### src/rtl/multicycle_controller_pkg.sv
// Shared encodings for the multicycle controller: FSM states, opcode/ext
// fields and data-memory control words.
package multicycle_controller_pkg;

    typedef enum logic [2:0] {
        FETCH  = 3'd0,
        DECODE = 3'd1,
        EXEC   = 3'd2,
        MEM    = 3'd3,
        WB     = 3'd4,
        TRAP   = 3'd5
    } state_t;

    localparam logic [3:0] OPC_RTYPE = 4'b0000;
    localparam logic [3:0] OPC_MEM   = 4'b0100;
    localparam logic [3:0] OPC_CMPI  = 4'b1011;

    localparam logic [3:0] EXT_LOAD  = 4'b0000;
    localparam logic [3:0] EXT_STOR  = 4'b0100;
    localparam logic [3:0] EXT_CMP   = 4'b1011;

    localparam logic [2:0] MEMC_NONE = 3'b000;
    localparam logic [2:0] MEMC_LOAD = 3'b110;
    localparam logic [2:0] MEMC_STOR = 3'b101;

    // Opcodes that take the immediate as ALU operand B.
    function automatic logic is_imm_opcode(input logic [3:0] opc);
        case (opc)
            4'b0001, 4'b0010, 4'b0011, 4'b0101,
            4'b0110, 4'b1001, 4'b1011, 4'b1110: return 1'b1;
            default:                            return 1'b0;
        endcase
    endfunction

    // Extended R-type ALU codes (1100-1111), optionally disabled.
    function automatic logic is_ext_alu(input logic [3:0] ext);
        return (ext[3:2] == 2'b11);
    endfunction

endpackage

### src/rtl/multicycle_controller_decode.sv
// Purely combinational classification of a latched instruction word.
module instr_decode
    import multicycle_controller_pkg::*;
#(
    parameter int ALLOW_EXT_ALU = 1
)
(
    input  logic [3:0] opcode,
    input  logic [3:0] ext,
    output logic [3:0] op,
    output logic       select_immediate,
    output logic [2:0] mem_control,
    output logic       comparison,
    output logic       is_mem,
    output logic       is_illegal
);

    // Classify opcode/ext into ALU, memory or illegal; illegal words drive no fields.
    always_comb begin
        op               = 4'b0000;
        select_immediate = 1'b0;
        mem_control      = MEMC_NONE;
        comparison       = 1'b0;
        is_mem           = 1'b0;
        is_illegal       = 1'b0;
        if (opcode == OPC_RTYPE) begin
            if ((ALLOW_EXT_ALU == 0) && is_ext_alu(ext)) begin
                is_illegal = 1'b1;
            end else begin
                op         = ext;
                comparison = (ext == EXT_CMP);
            end
        end else if (is_imm_opcode(opcode)) begin
            op               = opcode;
            select_immediate = 1'b1;
            comparison       = (opcode == OPC_CMPI);
        end else if (opcode == OPC_MEM && ext == EXT_LOAD) begin
            mem_control = MEMC_LOAD;
            is_mem      = 1'b1;
        end else if (opcode == OPC_MEM && ext == EXT_STOR) begin
            mem_control = MEMC_STOR;
            is_mem      = 1'b1;
        end else begin
            is_illegal = 1'b1;
        end
    end

endmodule

### src/rtl/multicycle_controller.sv
// Multicycle control FSM: fetch/decode/execute with a bounded data-memory
// wait and a sticky trap state for illegal words and memory timeouts.
module multicycle_controller
    import multicycle_controller_pkg::*;
#(
    parameter int INSTR_W       = 16,
    parameter int MEM_TIMEOUT   = 15,
    parameter int ALLOW_EXT_ALU = 1
)
(
    input  logic               clk,
    input  logic               reset,
    input  logic [INSTR_W-1:0] instruction,
    input  logic               instr_valid,
    input  logic               mem_ready,
    output logic               ir_load,
    output logic               pc_en,
    output logic [3:0]         op,
    output logic               select_immediate,
    output logic [2:0]         mem_control,
    output logic               comparison,
    output logic               write_reg,
    output logic               illegal
);

    // Wait count of the last MEM cycle before a timeout trap.
    localparam logic [7:0] WAIT_LAST = 8'(MEM_TIMEOUT - 1);

    state_t             state_reg, state_next;
    logic [INSTR_W-1:0] ir_reg;
    logic [7:0]         wait_cnt_reg;

    logic [3:0] dec_op;
    logic       dec_sel;
    logic [2:0] dec_memc;
    logic       dec_cmp;
    logic       dec_is_mem;
    logic       dec_is_illegal;
    logic       mem_timeout;

    // Only the opcode and ext fields steer control; other bits are operand data.
    logic unused_ir;
    assign unused_ir = ^ir_reg;

    instr_decode #(
        .ALLOW_EXT_ALU (ALLOW_EXT_ALU)
    ) u_decode (
        .opcode           (ir_reg[15:12]),
        .ext              (ir_reg[7:4]),
        .op               (dec_op),
        .select_immediate (dec_sel),
        .mem_control      (dec_memc),
        .comparison       (dec_cmp),
        .is_mem           (dec_is_mem),
        .is_illegal       (dec_is_illegal)
    );

    assign mem_timeout = (wait_cnt_reg == WAIT_LAST);

    // State register.
    always_ff @(posedge clk) begin
        if (reset) begin
            state_reg <= FETCH;
        end else begin
            state_reg <= state_next;
        end
    end

    // Instruction register captures the word on the accepted fetch cycle.
    always_ff @(posedge clk) begin
        if (reset) begin
            ir_reg <= '0;
        end else if (state_reg == FETCH && instr_valid) begin
            ir_reg <= instruction;
        end
    end

    // Memory wait counter: zero on every MEM entry, counts cycles spent in MEM.
    always_ff @(posedge clk) begin
        if (reset || state_reg != MEM) begin
            wait_cnt_reg <= 8'd0;
        end else begin
            wait_cnt_reg <= wait_cnt_reg + 8'd1;
        end
    end

    // Next-state and output decode; memory completion wins over timeout.
    always_comb begin
        state_next       = state_reg;
        ir_load          = 1'b0;
        pc_en            = 1'b0;
        op               = 4'b0000;
        select_immediate = 1'b0;
        mem_control      = MEMC_NONE;
        comparison       = 1'b0;
        write_reg        = 1'b0;
        illegal          = 1'b0;
        case (state_reg)
            FETCH: begin
                if (instr_valid) begin
                    ir_load    = 1'b1;
                    state_next = DECODE;
                end
            end
            DECODE: begin
                op               = dec_op;
                select_immediate = dec_sel;
                comparison       = dec_cmp;
                if (dec_is_illegal) begin
                    state_next = TRAP;
                end else if (dec_is_mem) begin
                    state_next = MEM;
                end else begin
                    state_next = EXEC;
                end
            end
            EXEC: begin
                op               = dec_op;
                select_immediate = dec_sel;
                comparison       = dec_cmp;
                pc_en            = 1'b1;
                write_reg        = !dec_cmp;
                state_next       = FETCH;
            end
            MEM: begin
                op               = dec_op;
                select_immediate = dec_sel;
                comparison       = dec_cmp;
                mem_control      = dec_memc;
                if (mem_ready) begin
                    if (dec_memc == MEMC_LOAD) begin
                        state_next = WB;
                    end else begin
                        pc_en      = 1'b1;
                        state_next = FETCH;
                    end
                end else if (mem_timeout) begin
                    state_next = TRAP;
                end
            end
            WB: begin
                op               = dec_op;
                select_immediate = dec_sel;
                comparison       = dec_cmp;
                write_reg        = 1'b1;
                pc_en            = 1'b1;
                state_next       = FETCH;
            end
            TRAP: begin
                illegal = 1'b1;
            end
            default: begin
                state_next = TRAP;
            end
        endcase
    end

endmodule

### config.mk
export PLATFORM = sky130hd
export DESIGN_NAME = multicycle_controller
export DESIGN_NICKNAME = d
export VERILOG_FILES = /design/src/rtl/multicycle_controller_pkg.sv /design/src/rtl/multicycle_controller_decode.sv /design/src/rtl/multicycle_controller.sv
export SDC_FILE = /design/constraint.sdc
export NUM_CORES = 1
export LEC_CHECK = 0
export CAP_MARGIN = 10
export CORE_MARGIN = 4
export CORE_UTILIZATION = 45
export CTS_CLUSTER_SIZE = 10
export DETAILED_ROUTE_END_ITERATION = 10
export GPL_ROUTABILITY_DRIVEN = 0
export PLACE_DENSITY = 0.76
export SLEW_MARGIN = 30
export SYNTH_ARGS = -nofsm -noshare
export SYNTH_HDL_FRONTEND = slang
export SYNTH_SLANG_ARGS = --single-unit
### constraint.sdc
create_clock -name clk -period 8 [get_ports clk]
set_clock_uncertainty 0.15 [all_clocks]
set_input_delay 2.4 -clock clk [delete_from_list [all_inputs] [get_ports clk]]
set_output_delay 2.4 -clock clk [all_outputs]
set_load 0.005 [all_outputs]
==> impl_metrics.toml, run 1 <==
[run_status]
status = "complete, no violations"

[detailed_routing]
drtIter0Drc = 29
wl_um = 2442
vias = 1072
vias_per_cell = 5.526
drcViolationCount = 0
drt_pre_antenna_iters = 4
drtAntennaViolNets = 0
wl_per_cell_um = 12.59

[logic_synthesis]
yosysUniqueCellTypes = 42
ys_ff_latch = 20
synth_nets = 166
synth_area_mm2 = 0.001154
synth_ff_type = "dfxtp_1"
syn_avg_cell_area_um2 = 8.124
yosysSeqAreaShare_pct = 34.71
synthArstFlopShare_pct = 0
synth-edff-count = 0
syn-instance-count = 142
yosysWarnings = 0

[placement]
dp_hpwl_um = 1855
place_area_mm2 = 0.001385
port_buffers = 24

[timing]
fmax_ghz = 0.1455
setup_tns_ns = 0
rsz0062_at_grt = "false"
finalCritPeriodShare_pct = 85.91
finalHoldViolCount = 0
holdWs_ns = 0.3260
finalMaxSlewViolations = 0
setup_violations = 0
final.min_clock_period_ns = 6.873
worstMarginPinSlew_ns = 0.5326
relSlewSlack_pct = 64.20

[grt]
grt_remaining_overflow = 0
grt_pass1_vias = 1021
grt_first_pass_wirelength_um = 4236
grt_antenna_before_repair = 0
grt_use_total_pct = 15.75
grt_max_degree = 15

[floorplan]
die_w_um = 58.63
row_count = 18
num_io_pins = 33
fp.dieArea_mm2 = 0.003437
placeableCoreArea_mm2 = 0.002455
initial_core_util_pct = 46.99
die_h_um = 58.63

[worst_setup_path]
crit_fanout = 11
cp-start-kind = "input port"
cp.required_ns = 5.45
crit_arrival_ns = 4.32
worstSetupPathType = "input port to output port"
rrSetupSlack_ns = 5.41
end_kind = "output port"

[cells_and_area]
final_common_cell = "clkdlybuf4s50_1"
syn_to_final_growth_pct = 25.16
mostFrequentLayoutCells = "clkdlybuf4s50_1, dfxtp_1, nor2_1, nand2_1, a21oi_1"
diodes = 0
nets = 189
stdcell_area_mm2 = 0.001444
fillers = 214
layout-drive-gt1-share_pct = 6.707

[hold_path]
hp-class = "register to register"

[job]
cap_violations = 0

[clock_tree]
clockRootBuffer = "clkbuf_4"
clk_pin_slew_ns = 0.12
cts_tree = "yes"
cts_resized = 0
cts_buffers = 3
cts_setup_buffers = 0
clock_path_buffers = 2
cts_hold_buf = 0
clock_latency_ns = 0.31
htree_levels = 1
clock_sinks = 20

[power_and_ir_drop]
p_per_area_mw_per_mm2 = 213.5
leakage_nw = 0.5598
vdd_drop_max_v = 0.0001134
-- synth_stat cells, drive strengths merged (3+ instances only) --
cell type | instances | area share, %
nand2 | 19 | 6.4
xor2 | 4 | 3.0
a21oi | 9 | 3.9
nand3 | 4 | 1.7
a22oi | 3 | 2.0
dfxtp | 20 | 35
clkbuf | 4 | 1.3
o21ai | 6 | 2.6
nor3 | 4 | 1.7
ha | 4 | 4.3
inv | 7 | 2.5
nand3b | 4 | 2.6
nor2 | 19 | 6.2
-- final timing paths --
| kind | from | endpoint | cells after the start |
|---|---|---|---|
| max | instr_valid | ir_load | 4 |
| min | wait_cnt_reg[0]$_SDFF_PP0_ | wait_cnt_reg[0]$_SDFF_PP0_ | 1 |
| max reg2reg | state_reg[1]$_SDFFE_PP0P_ | register | 8 |
| min reg2reg | wait_cnt_reg[0]$_SDFF_PP0_ | wait_cnt_reg[0]$_SDFF_PP0_ | 1 |
-- report_power, final --
group          switching, mW  internal [mW]  total [mW]
Combinational         0.0469         0.0489      0.0958
Sequential            0.0182          0.110       0.128
Clock                 0.0335         0.0507      0.0841
Total                 0.0986          0.210       0.308
-- cell type report --
cell class | count | area [um2] | share of cell area [%]
clock buffers | 3 | 22.52 | 1.560
clock inverters | 1 | 30.03 | 2.080
inverters | 7 | 28.78 | 1.993
multi-input cells | 109 | 684.4 | 47.40
flip-flops and latches | 20 | 400.4 | 27.73
well taps | 30 | 37.54 | 2.600
repair buffers | 24 | 240.2 | 16.64
-- per-layer routing --
metal	vias up	routed length, um	global-route usage (%)
met5	-	0	0
met4	0	38	8.091
met3	4	155	3.289
met2	33	1157	26.79
met1	491	1091	18.60
li1	544	-	-
-- metrics by stage --
step,utilization [%],instances,setup slack [ns],power (mW)
floorplan,-,142,2.300,0.1999
global placement,56.42,190,1.133,0.2221
detailed placement,56.42,190,1.127,0.2251
CTS,58.56,194,1.114,0.3089
global route,58.82,194,1.075,0.3300
finish,58.82,194,1.127,0.3083
-- cell families after synthesis --
kind of cell               after synthesis  synth area share (%)
muxes                                    2                 2.820
DFF                                     20                 34.71
xor gates and xnor gates                 6                 4.555
buffers and inverters                   13                 6.507
and+or+nand+nor                         67                 29.72
AOI/OAI and AO/OA                       30                 17.35
adders and majority gates                4                 4.339
-- worst max-delay path, cell delays in order --
cell             delay, ns
clkdlybuf4s50_1       0.49
or4b_1                0.69
inv_4                 0.21
clkdlybuf4s50_1       0.52
Power figures use the tool's default switching activity.
==> run 2: changes to the inputs <==
CAP_MARGIN = unset   (was 10)
SKIP_LAST_GASP = 1   (was unset)
==> results of run 2 <==
The final DEF is identical to that of run 1; final timing and power are the same.
